`config.mk`:
```
export PLATFORM = sky130hd
export DESIGN_NAME = id_exe_stage
export DESIGN_NICKNAME = d
export VERILOG_FILES = /design/src/rtl/id_exe_stage.sv
export SDC_FILE = /design/constraint.sdc
export NUM_CORES = 1
export LEC_CHECK = 0
export CAP_MARGIN = 20
export CORE_AREA = 2 2 161 163
export DETAILED_ROUTE_END_ITERATION = 10
export DIE_AREA = 0 0 163 165
export GPL_TIMING_DRIVEN = 1
export PLACE_DENSITY_LB_ADDON = 0.25
export SLEW_MARGIN = 40
export SYNTH_ARGS = -nofsm -noshare
export SYNTH_HDL_FRONTEND = slang
export SYNTH_SLANG_ARGS = --single-unit
```
`constraint.sdc`:
```
create_clock -name clock -period 10 [get_ports clock]
set_input_delay 2 -clock clock [delete_from_list [all_inputs] [get_ports clock]]
set_output_delay 2 -clock clock [all_outputs]
set_load 0.02 [all_outputs]
```
`src/rtl/id_exe_stage.sv`:
```
// ID/EXE pipeline register with operand forwarding muxes, load-use hazard detection and a stall counter.
// Latency 1 cycle; stall is combinational from E-stage state, and a hazard or flush loads a bubble.
module id_exe_stage #(
   parameter int CNT_W = 16
) (
   input  logic             clock,
   input  logic             reset,
   input  logic             dwreg,
   input  logic             dm2reg,
   input  logic             dwmem,
   input  logic             daluimm,
   input  logic             dshift,
   input  logic             djal,
   input  logic [3:0]       daluc,
   input  logic [4:0]       drn,
   input  logic [4:0]       drs,
   input  logic [4:0]       drt,
   input  logic             use_rs,
   input  logic             use_rt,
   input  logic [31:0]      da,
   input  logic [31:0]      db,
   input  logic [31:0]      dimm,
   input  logic [31:0]      dpc4,
   input  logic [1:0]       fwda,
   input  logic [1:0]       fwdb,
   input  logic [31:0]      ealu,
   input  logic [31:0]      malu,
   input  logic [31:0]      mmo,
   input  logic             flush,
   output logic             stall,
   output logic             ewreg,
   output logic             em2reg,
   output logic             ewmem,
   output logic             ealuimm,
   output logic             eshift,
   output logic             ejal,
   output logic [3:0]       ealuc,
   output logic [4:0]       ern,
   output logic [31:0]      ea,
   output logic [31:0]      eb,
   output logic [31:0]      eimm,
   output logic [31:0]      epc4,
   output logic [CNT_W-1:0] stall_cnt
);

   typedef struct packed {
      logic        wreg;
      logic        m2reg;
      logic        wmem;
      logic        aluimm;
      logic        shift;
      logic        jal;
      logic [3:0]  aluc;
      logic [4:0]  rn;
      logic [31:0] a;
      logic [31:0] b;
      logic [31:0] imm;
      logic [31:0] pc4;
   } ex_t;

   localparam logic [CNT_W-1:0] CNT_MAX = {CNT_W{1'b1}};
   localparam logic [CNT_W-1:0] CNT_ONE = {{(CNT_W-1){1'b0}}, 1'b1};

   ex_t             ex_q, ex_d;
   logic [CNT_W-1:0] stall_cnt_q, stall_cnt_d;
   logic [31:0]     fa, fb;
   logic            hit_rs, hit_rt, bubble;

   function automatic logic [31:0] fwd_sel(input logic [1:0]  sel,
                                           input logic [31:0] rf,
                                           input logic [31:0] e_alu,
                                           input logic [31:0] m_alu,
                                           input logic [31:0] m_mo);
      logic [31:0] r;
      case (sel)
         2'b00:   r = rf;
         2'b01:   r = e_alu;
         2'b10:   r = m_alu;
         default: r = m_mo;
      endcase
      return r;
   endfunction

   // A load in E whose result is needed by ID cannot be forwarded yet; r0 is never a real dependency.
   always_comb begin
      hit_rs = use_rs && (ex_q.rn == drs);
      hit_rt = use_rt && (ex_q.rn == drt);
      stall  = ex_q.wreg && ex_q.m2reg && (ex_q.rn != 5'd0) && (hit_rs || hit_rt);
      bubble = stall || flush;
   end

   always_comb begin
      fa = fwd_sel(fwda, da, ealu, malu, mmo);
      fb = fwd_sel(fwdb, db, ealu, malu, mmo);
   end

   always_comb begin
      ex_d = '0;
      if (!bubble) begin
         ex_d.wreg   = dwreg;
         ex_d.m2reg  = dm2reg;
         ex_d.wmem   = dwmem;
         ex_d.aluimm = daluimm;
         ex_d.shift  = dshift;
         ex_d.jal    = djal;
         ex_d.aluc   = daluc;
         ex_d.rn     = drn;
         ex_d.a      = fa;
         ex_d.b      = fb;
         ex_d.imm    = dimm;
         ex_d.pc4    = dpc4;
      end
   end

   // Saturating count of load-use stall cycles; flushes are not counted.
   always_comb begin
      stall_cnt_d = stall_cnt_q;
      if (stall && (stall_cnt_q != CNT_MAX)) begin
         stall_cnt_d = stall_cnt_q + CNT_ONE;
      end
   end

   always_ff @(posedge clock or posedge reset) begin
      if (reset) begin
         ex_q        <= '0;
         stall_cnt_q <= '0;
      end else begin
         ex_q        <= ex_d;
         stall_cnt_q <= stall_cnt_d;
      end
   end

   assign ewreg     = ex_q.wreg;
   assign em2reg    = ex_q.m2reg;
   assign ewmem     = ex_q.wmem;
   assign ealuimm   = ex_q.aluimm;
   assign eshift    = ex_q.shift;
   assign ejal      = ex_q.jal;
   assign ealuc     = ex_q.aluc;
   assign ern       = ex_q.rn;
   assign ea        = ex_q.a;
   assign eb        = ex_q.b;
   assign eimm      = ex_q.imm;
   assign epc4      = ex_q.pc4;
   assign stall_cnt = stall_cnt_q;

endmodule

```
# Word level (Yosys, flattened, before mapping)
# Cells that the tools add are included.
[op_classes] n_eq_ne=7 reduce_logical=11 muxes=3 addsub=1
[ops] op="case mux 32 bit (3 select lines)" count=2
[ops] op="2-to-1 mux 143 bit" count=1
[ops] op="adder 16 x 1 -> 16 bit, second input constant" count=1
[ops] op="!= test 16 bit, second input constant" count=1
[ops] op="equality test 5 bit" count=2
[ops] op="logical AND 1 bit" count=6
[ops] op="nonzero test 5 bit" count=1
[ops] op="equality test 2 x 1 -> 1 bit, second input constant" count=2
[ops] op="equality test 2 bit, second input constant" count=2
[ops] op="logical NOT 2 bit" count=2
[ops] op="logical OR 1 bit" count=2
[word_totals] inputBits=258 wordCells=35 reg_bits=159 output_inout_bits=160

# Logic depth before layout (Yosys ltp)
# Gate-level depths: netlist of the first run.
[logic_depth] word_depth=6 mapped_depth=7

# Least setup slack after synthesis of the first run
# No wires, ideal clock.
[synth_timing] path_kind="input-to-output" startpoint="in drs[1]" endpoint="out stall" path_stages=5 arrival_time_ns=3.124 path_slack_ns=4.876 required_time_ns=8.000 cell_sequence="xnor2_1 nand4_1 o22ai_1 buf_2 and2_2"
[synth_via] elab_chain_len=4
[synth_rtl] element="start: declaration" line_no="16" source="input logic [4:0] drs,"
[synth_rtl] element="equality test 5 bit" line_no="86" source="hit_rs = use_rs && (ex_q.rn == drs);"
[synth_rtl] element="logical AND 1 bit" line_no="86"
[synth_rtl] element="logical OR 1 bit" line_no="88" source="stall = ex_q.wreg && ex_q.m2reg && (ex_q.rn != 5'd0) && (hit_rs || hit_rt);"
[synth_rtl] element="logical AND 1 bit" line_no="88"
[synth_rtl] element="end: declaration" line_no="30" source="output logic stall,"
# Every way passes these cells.

# Final worst setup path of the first run
# Ends and elaborated chain as after synthesis.

==> results of run 1 <==
==> where the power goes <==
group,leakage [nW],internal [mW],switching [mW]
sequential,2.06,0.679,0.0129
clock,0.302,0.410,0.298
combinational,2.62,0.214,0.139
==> area by class of cell <==
class	count	area, um^2	share of cell area, %
tap	330	413	3.38
timing repair buffer	423	4210	34.5
multi-input combinational	285	2960	24.2
clock buffer	18	439	3.60
antenna	2	5.00	0.0410
inverter	2	15.0	0.123
sequential	159	3980	32.6
clock inverter	14	198	1.62
==> logic make-up (layout without fill, tap and decap cells) <==
group / count (synthesis) / after routing / synth area share (%)
and+or+nand+nor: 188 / 188 / 16.9
DFF: 159 / 159 / 55.6
muxes: 66 / 66 / 20.4
buffers and inverters: 32 / 457 / 3.06
xor gates and xnor gates: 24 / 24 / 2.94
AOI/OAI and AO/OA: 6 / 6 / 0.805
adders and majority gates: 1 / 1 / 0.175
other: 0 / 2 / 0
==> flip-flops by register name (all words and copies together) (netlist names), 4 cells and up <==
signal / cells
ea: 32
eb: 32
eimm: 32
epc4: 32
stall_cnt: 16
ern: 5
ealuc: 4
==> worst min path at each step <==
stage / end / slack, ns / cells past startpoint
final: stall_cnt[8] / 0.52 / 1
after global routing: stall_cnt[8] / 0.54 / 1
after CTS: stall_cnt[8] / 0.52 / 1
after detailed placement: stall_cnt[8] / 0.51 / 1
after global placement: stall_cnt[8] / 0.51 / 1
after floorplan: stall_cnt[8] / 0.60 / 1
==> layer usage <==
metal	wire, um	share of wire [%]
met3	2560	11
met5	13	0.055
met2	12300	52
met4	443	1.9
met1	8220	35
==> worst max-delay path, cell delays in order <==
cell             delay (ns)
clkdlybuf4s50_1        0.43
xnor2_1                0.28
nand4_1                0.13
o22ai_1                0.17
buf_4                  0.24
and2_2                 0.16
clkdlybuf4s50_1        0.59
==> cells in the mapped netlist <==
master	n
mux2i_1	1
or4_4	1
nor2_1	3
nor3b_1	3
and4_1	1
buf_2	3
buf_12	1
o22ai_1	1
xor2_1	3
inv_1	2
nand4_1	11
and2_2	45
mux4_2	64
and2_1	101
a21oi_4	1
ha_1	1
or4b_1	1
a21oi_1	2
dfrtp_1	159
o211a_4	1
nor4_1	1
and3_1	3
nor3_1	1
nand3b_1	1
o211ai_1	1
nand3_1	10
clkbuf_1	19
nand2_1	6
mux2_2	1
xnor2_1	21
buf_8	7
==> metrics.md, run 1 <==
| Metric | Value |
|---|---|
| Outcome | completed |
| TritonCTS buffer count | 17 |
| Yosys warns | 0 |
| Vias in the first global route | just under 6,000 |
| Final worst slack | around 4.0 ns |
| Design Area, Final | 12,200 um^2 |
| Crit path kind | input port to output pin |
| Final Util | 48.8% |
| R2r worst-path depth | 5 |
| Final setup violation count | 0 |
| Final Max Slew Viols | 0 |
| Drt first-iter violations | 317 |
| Die Y | about 170 um |
| Pre-antenna DRT Iters | 4 |
| Hold WC Path Type | flip-flop to flip-flop |
| #FFs+latches synth | approximately 160 |
| Crit path capture | stall |
| Final hold violations | 0 |
| Synth area leader | dfrtp_1 |
| Worst-Margin Slew | 0.702 ns |
| Dpl ws | about 4 ns |
| Dpl cells | 1,199 |
| Root Driver | clkbuf_16 |
| Worst-Skew Late Latency | 0.42 ns |
| Most frequent cells in the layout | clkdlybuf4s50_1, dfrtp_1, and2_1, mux4_2, and2_2 |
| I/O Buffers | 417 |
| RSZ-0062 raised after global routing | false |
| Total power per unit cell area | 144 nW/um^2 |
| Layout Skew | 0.00890 ns |
| Pwr Total | between 1.5 and 2 mW |
| Initial antenna violation count | 3 |
| I/O pin count | 418 |
| ANT nets after route | 0 |
| Tot GR Track Use | between 10% and 20% |
| Initial Util | approximately 29% |
| Die X | 163 um |
| Busiest grt layer | met2 |
| Fraction of layout cells with a size suffix above 1 | 17.3% |
| H-tree depth | 4 |
| WL final | 23,600 um |
| Commonest non-fill, non-tap cell in the layout | clkdlybuf4s50_1 |
| Critical path launch point type | input port |
| Critical Path Source | drs[1] |
| Layout area overhead | 70.7% |
| Hold Slack | 0.521 ns |
| Row cnt | 58 |
| Period minus WS final | 6.01 ns |
| Post-CTS setup buffer count | 0 |
| Clock Pin Slew Worst Setup and Hold Paths | 0.07 ns |
| Crit. End Element | output pin |
| # Max-Cap Violations | 0 |
| Seq/Total Area, Yosys | a little under three fifths |
| Global-route wire length before repair | 34,800 um |
| Worst r2r src | ern[0] |
| Leakage Power | 4.98 nW |
| Critical Path RT | 8.00 ns |
| DPL Wire Length | 18,100 um |
| Clock sinks | 159 |
| Met1 Usage GRT | 18.0% |
| Post-synthesis area per instance | 15.0 um^2 |
| Worst IR Drop VDD | 0.102 mV |
| Largest net degree at the start of global routing | 87 |
| Synthesized cell area | 7150 um^2 |
| Hold Startpoint | stall_cnt[8] |
| Nets@finish | about 1,100 |
| Crit share post-route | around three fifths |
| F_max | 167 MHz |
| Post-CTS sizing | 0 |
| R2R Path End | eb[28] |
| DP Area | around 12,000 um^2 |
| Cells after Synth | 476 |
| Clock Path Buffers | 2 |
| Core Box Area | roughly 25,000 um^2 |
| Hold Buf Count CTS | 0 |
| Finished Layout Cells | 1,233 |
| DRC errors left | 0 |
| Register-to-Register Setup Slack | 7.59 ns |
| Via-per-instance ratio | 4.47 |
| Fill count | 2,229 |
| Total number of vias | 5,510 |
| Met3 Use GR | 7.89% |
| Yosys cell types | 31 |
| Syn Nets | 735 |
| TNS Setup | 0 ns |
| Gp weighted congestion | 0.788 |
| Synth area leaders | dfrtp_1, mux4_2, and2_1 |
| Arr. time, crit path | 4.01 ns |
| Post-synth top area share | 55.6% |
| Crit-path max FO | 17 |
| Met2 Usage GRT | 32.0% |
| DIE AREA | 26,900 um^2 |
| Slew HR | 53.2% |
| CTS tree | yes |
| Grt total ovfl | 0 |
| Post-DR wirelength/cell | 19.1 um |
No activity file was read; power rests on OpenSTA's default activity.
==> run 2: changes to the inputs <==
--- a/config.mk
+++ b/config.mk
@@ -6,9 +6,9 @@
 export NUM_CORES = 1
 export LEC_CHECK = 0
 export CAP_MARGIN = 20
-export CORE_AREA = 2 2 161 163
+export CORE_AREA = 2 2 164 166
 export DETAILED_ROUTE_END_ITERATION = 10
-export DIE_AREA = 0 0 163 165
+export DIE_AREA = 0 0 166 168
 export GPL_TIMING_DRIVEN = 1
 export PLACE_DENSITY_LB_ADDON = 0.25
 export SLEW_MARGIN = 40
==> constraint.sdc (replaced) <==
create_clock -name clock -period 5.34 [get_ports clock]
set_input_delay 1.068 -clock clock [delete_from_list [all_inputs] [get_ports clock]]
set_output_delay 1.068 -clock clock [all_outputs]
set_load 0.02 [all_outputs]
==> metrics.md, run 2 (synthesis results as in run 1) <==
| Metric | Value |
|---|---|
| Outcome | completed (unchanged) |
| DRC errors left | 0 (unchanged) |
| Largest stage delay on the critical path | 0.59 ns (about the same) |
| Total power per unit cell area | 260 nW/um^2 (was 144 nW/um^2) |
| Critical path cell sequence | clkdlybuf4s50_1, xnor2_1, nand4_1, o22ai_1, buf_4, and2_2, clkdlybuf4s50_1 (unchanged) |
| Final hold violations | 0 (unchanged) |
| TNS Setup | 0 ns (unchanged) |
| Post-CTS sizing | 0 (unchanged) |
| Arr. time, crit path | 2.99 ns (was 4.01 ns) |
| TritonCTS buffer count | 17 (unchanged) |
| Initial Util | 27.1% (was 28.6%) |
| ANT nets after route | 0 (unchanged) |
| Row cnt | 60 (was 58) |
| DPL Wire Length | 17,600 um (was 18,100 um) |
| Final Max Slew Viols | 0 (unchanged) |
| # Max-Cap Violations | 0 (unchanged) |
| Most used cell, CP | clkdlybuf4s50_1 (unchanged) |
| R2R Path End | eb[31] (was eb[28]) |
| Crit share post-route | 75.9% |
| Crit-path max FO | 17 (unchanged) |
| Post-CTS setup buffer count | 0 (unchanged) |
| Crit. End Element | output pin (unchanged) |
| Register-to-Register Setup Slack | 2.91 ns (was 7.59 ns) |
| Drt first-iter violations | 219 (was 317) |
| Initial antenna violation count | 1 (was 3) |
| Critical path launch point type | input port (unchanged) |
| Global-route wire length before repair | 34,700 um (was 34,800 um) |
| Clock sinks | 159 (unchanged) |
| H-tree depth | 4 (unchanged) |
| Gp weighted congestion | 0.787 (was 0.788) |
| Dpl cells | 1,211 (was 1,199) |
| Final worst slack | 1.29 ns (was 3.99 ns) |
| Grt total ovfl | 0 (unchanged) |
| I/O pin count | 418 (unchanged) |
| Finished Layout Cells | 1,244 (was 1,233) |
| DIE AREA | 27,900 um^2 (was 26,900 um^2) |
| CTS tree | yes (unchanged) |
| Critical Path RT | 4.27 ns (was 8.00 ns) |
| I/O Buffers | 417 (unchanged) |
| Final setup violation count | 0 (unchanged) |
| Hold Buf Count CTS | 0 (unchanged) |
| Tot GR Track Use | 16.4% (was 17.5%) |
| Fill count | 2,416 (was 2,229) |
| Dpl ws | 1.30 ns (was 3.99 ns) |
| Via-per-instance ratio | 4.37 (was 4.47) |
| Worst r2r src | ern[0] (unchanged) |
| Root Driver | clkbuf_16 (unchanged) |
| Period minus WS final | about 4 ns |
| Post-DR wirelength/cell | 18.5 um (was 19.1 um) |
| Leakage Power | 4.96 nW (was 4.98 nW) |
| Hold endpoint | stall_cnt[8] (unchanged) |
| DP Area | 11,600 um^2 (about the same) |
| Nets@finish | 1,148 (was 1,147) |
| Crit path kind | input port to output pin (unchanged) |
| Slew HR | 51.2% (was 53.2%) |
| Most frequent cells in the layout | clkdlybuf4s50_1, dfrtp_1, and2_1, mux4_2, and2_2 (unchanged) |
| Hold Startpoint | stall_cnt[8] (unchanged) |
| WL final | 23,000 um (was 23,600 um) |
| Fraction of layout cells with a size suffix above 1 | 17.4% (was 17.3%) |
| Pwr Total | 3.17 mW (was 1.75 mW) |
| Worst-Margin Slew | 0.732 ns (was 0.702 ns) |
| Clock Path Buffers | 2 (unchanged) |
| Core Box Area | 26,400 um^2 (was 25,000 um^2) |
| Critical Path Source | drs[1] (unchanged) |
| Total number of vias | 5,436 (was 5,510) |
| Commonest non-fill, non-tap cell in the layout | clkdlybuf4s50_1 (unchanged) |
| Die X | 166 um (was 163 um) |
| Clock Pin Slew Worst Setup and Hold Paths | 0.07 ns (about the same) |
| F_max | 247 MHz |
| R2r worst-path depth | 5 (unchanged) |
| Die Y | 168 um (was 165 um) |
| Largest net degree at the start of global routing | 99 (was 87) |
| RSZ-0062 raised after global routing | false (unchanged) |
| Slowest-stage cell, CP | clkdlybuf4s50_1 (unchanged) |
| Design Area, Final | 12,200 um^2 (about the same) |
| Pre-antenna DRT Iters | 4 (unchanged) |
| Hold WC Path Type | flip-flop to flip-flop (unchanged) |
| Worst-Skew Late Latency | 0.43 ns (was 0.42 ns) |
| Layout Skew | 0.0119 ns (was 0.00890 ns) |
| Worst IR Drop VDD | 0.176 mV (was 0.102 mV) |
| Hold path cells | 1 (unchanged) |
| Vias in the first global route | 5,864 (was 5,898) |
| Layout area overhead | 70.5% (was 70.7%) |
[run 2: cell count changes in the layout (fill, tap and decap cells not counted)]
cell / change
buf_12: +1
bufinv_16: -3
clkbuf_8: -1
clkinv_4: +1
clkinv_8: +3
diode_2: -1
[run 2: critical path: cells and delay by family]
kind,cells,cell delay [ns]
buf+inv,3,1.24
compound gates,1,0.17
xor+xnor,1,0.21
simple gates,2,0.29
[run 2: how the worst max path moves through the flow]
stage               endpoint  slack, ns  depth (start not counted)
global route           stall       1.18                          7
global placement       stall       1.28                          7
floorplan              stall       2.08                          5
CTS                    stall       1.29                          7
detailed placement     stall       1.30                          7
finish                 stall       1.29                          7
[run 2: area by class of cell]
| cell class | instances | area (um^2) | area share, % |
|---|---|---|---|
| Inverter | 2 | 11.3 | 0.0923 |
| Multi-Input combinational cell | 285 | 2960 | 24.2 |
| Clock buffer | 17 | 425 | 3.49 |
| Antenna cell | 1 | 2.50 | 0.0205 |
| Sequential cell | 159 | 3980 | 32.6 |
| Tap cell | 341 | 427 | 3.50 |
| Clock inverter | 15 | 169 | 1.38 |
| Timing Repair Buffer | 424 | 4230 | 34.7 |
[run 2: power by group]
group	internal [mW]	total (mW)	switching [mW]
Clock	0.629	1.21	0.585
Sequential	1.27	1.30	0.0237
Combinational	0.402	0.660	0.258
Total	2.30	3.17	0.866
[run 2: through the flow]
stage / hold WS, ns / util (%)
floorplan: 0.600 / -
global placement: 0.495 / 44.0
detailed placement: 0.493 / 44.0
CTS: 0.503 / 46.3
global route: 0.532 / 46.3
finish: 0.504 / 46.3
[run 2: routing by layer]
metal  share of wire, %  global-route usage, %
met5                  0                      0
met4                1.8                   4.46
met1                 37                   18.0
met2                 52                   29.5
met3                8.7                   6.39
==> run 3: changes to the inputs <==
==> constraint.sdc (replaced) <==
create_clock -name clock -period 3.4 [get_ports clock]
set_input_delay 0.68 -clock clock [delete_from_list [all_inputs] [get_ports clock]]
set_output_delay 0.68 -clock clock [all_outputs]
set_load 0.02 [all_outputs]
==> metrics.md, run 3 (synthesis results as in run 1) <==
| Metric | Value |
|---|---|
| Hold Startpoint | stall_cnt[9] (was stall_cnt[8]) |
| Initial antenna violation count | 1 (unchanged) |
| Crit. End Element | output pin (unchanged) |
| Clock sinks | 159 (unchanged) |
| Reg power frac | 40.8% (was 40.9%) |
| Initial Util | 27.1% (unchanged) |
| Core Box Area | 26,400 um^2 (unchanged) |
| Worst IR Drop VDD | 0.307 mV (was 0.176 mV) |
| Register-to-Register Setup Slack | 1.04 ns (was 2.91 ns) |
| I/O Buffers | 417 (unchanged) |
| Outcome | completed (unchanged) |
| Crit share post-route | 92.8% |
| Layout Skew | 0.00936 ns (was 0.0119 ns) |
| Hold WC Path Type | flip-flop to flip-flop (unchanged) |
| Total power per unit cell area | 406 nW/um^2 (was 260 nW/um^2) |
| Grt total ovfl | 0 (unchanged) |
| Vias in the first global route | 5,834 (was 5,864) |
| Die X | 166 um (unchanged) |
| # Max-Cap Violations | 0 (unchanged) |
| Crit path capture | stall (unchanged) |
| Final hold violations | 0 (unchanged) |
| Clock Path Buffers | 2 (unchanged) |
| Internal cell power | 3.63 mW (was 2.30 mW) |
| Finished Layout Cells | 1,249 (was 1,244) |
| Period minus WS final | 3.15 ns |
| Crit path kind | input port to output pin (unchanged) |
| Hold Buf Count CTS | 0 (unchanged) |
| Slew HR | 50.9% (was 51.2%) |
| R2r worst-path depth | 6 (was 5) |
| Gp weighted congestion | 0.801 (was 0.787) |
| Critical Path RT | 2.72 ns (was 4.27 ns) |
| Critical path launch point type | input port (unchanged) |
| DPL Wire Length | 17,900 um (was 17,600 um) |
| Pre-antenna DRT Iters | 4 (unchanged) |
| TNS Setup | 0 ns (unchanged) |
| R2R Path End | ea[1] (was eb[31]) |
| Post-DR wirelength/cell | 18.3 um (was 18.5 um) |
| Arr. time, crit path | 2.47 ns (was 2.99 ns) |
| Leakage Power | 5.01 nW (was 4.96 nW) |
| Tot GR Track Use | 16.4% (about the same) |
| Pwr Total | 4.99 mW (was 3.17 mW) |
| DIE AREA | 27,900 um^2 (unchanged) |
| CTS tree | yes (unchanged) |
| WL final | 22,900 um (was 23,000 um) |
| Worst-Margin Slew | 0.737 ns (was 0.732 ns) |
| Post-CTS sizing | 0 (unchanged) |
| Sw frac | 27.2% (was 27.3%) |
| ANT nets after route | 0 (unchanged) |
| Fraction of layout cells with a size suffix above 1 | 17.9% (was 17.4%) |
| Clock Pin Slew Worst Setup and Hold Paths | 0.07 ns (about the same) |
| Worst-Skew Late Latency | 0.42 ns (was 0.43 ns) |
| P_sw | 1.36 mW (was 866 uW) |
| Die Y | 168 um (unchanged) |
| Worst r2r src | ern[0] (unchanged) |
| Final setup violation count | 0 (unchanged) |
| Row cnt | 60 (unchanged) |
| Crit-path max FO | 2 (was 17) |
| F_max | ~320 MHz |
| Fill count | 2,370 (was 2,416) |
| Largest net degree at the start of global routing | 64 (was 99) |
| Drt first-iter violations | 204 (was 219) |
| Clk pwr share | 38.1% (was 38.3%) |
| Dpl cells | 1,215 (was 1,211) |
| Commonest non-fill, non-tap cell in the layout | clkdlybuf4s50_1 (unchanged) |
| Most frequent cells in the layout | clkdlybuf4s50_1, dfrtp_1, and2_1, mux4_2, and2_2 (unchanged) |
| Global-route wire length before repair | 35,000 um (was 34,700 um) |
| I/O pin count | 418 (unchanged) |
| DRC errors left | 0 (unchanged) |
| Via-per-instance ratio | 4.37 (about the same) |
| Final Max Slew Viols | 0 (unchanged) |
| RSZ-0062 raised after global routing | false (unchanged) |
| Nets@finish | 1,153 (was 1,148) |
| TritonCTS buffer count | 17 (unchanged) |
| Critical Path Source | drs[1] (unchanged) |
| Post-CTS setup buffer count | 0 (unchanged) |
| Root Driver | clkbuf_16 (unchanged) |
| H-tree depth | 4 (unchanged) |
| Total number of vias | 5,458 (was 5,436) |
| Gate power share | 21.1% (was 20.8%) |
| Layout area overhead | 71.9% (was 70.5%) |
-- run 3: changes by cell type in the layout (fill, tap and decap cells not counted) --
cell	before	now
inv_6	3	2
buf_6	1	0
buf_4	7	8
buf_12	1	5
inv_8	4	3
clkinvlp_4	3	2
clkinv_8	4	5
clkinv_4	2	4
buf_8	0	1
-- run 3: final cells by class --
class | instances | area (um^2) | area share, %
clock buffers | 17 | 425 | 3.46
well taps | 341 | 427 | 3.47
inverters | 2 | 11.3 | 0.0916
diodes | 1 | 2.50 | 0.0204
multi-input cells | 285 | 2960 | 24.0
flip-flops and latches | 159 | 3980 | 32.4
clock inverters | 15 | 175 | 1.42
repair buffers | 429 | 4320 | 35.1
-- run 3: power groups by stage --
stage	sequential (mW)	clock, mW	combinational (mW)
4_1_cts	2.04	1.98	1.07
6_report	2.03	1.90	1.05
3_3_place_gp	2.07	0	1.07
5_1_grt	2.05	2.05	1.12
3_5_place_dp	2.07	0	1.07
2_1_floorplan	2.21	0	0.313
-- run 3: worst min path at each step --
stage | endpoint | slack [ns] | depth (start not counted)
after floorplan | stall_cnt[8] | 0.60 | 1
after CTS | stall_cnt[8] | 0.51 | 1
after detailed placement | stall_cnt[8] | 0.50 | 1
final | stall_cnt[9] | 0.52 | 1
after global routing | stall_cnt[8] | 0.53 | 1
after global placement | stall_cnt[8] | 0.50 | 1
-- run 3: through the flow --
step / hold WS, ns / area (um^2) / util [%] / setup slack (ns)
6_report: 0.519 / 12300 / 46.7 / 0.245
2_1_floorplan: 0.600 / 7160 / - / 0.705
4_1_cts: 0.509 / 12300 / 46.6 / 0.181
3_5_place_dp: 0.499 / 11700 / 44.3 / 0.196
5_1_grt: 0.530 / 12300 / 46.6 / 0.0841
3_3_place_gp: 0.502 / 11700 / 44.3 / 0.178
-- run 3: per-layer routing --
metal | up-vias | share of wire, % | global-route usage, %
li1 | 2513 | - | -
met1 | 2669 | 38 | 18.8
met2 | 260 | 52 | 29.4
met3 | 16 | 8.5 | 5.95
met4 | 0 | 1.2 | 3.48
met5 | - | 0 | 0
-- run 3: critical path, stage by stage --
cell,delay (ns)
clkdlybuf4s50_1,0.47
xnor2_1,0.14
nand4_1,0.13
o22ai_1,0.26
and2_2,0.20
clkdlybuf4s50_1,0.60
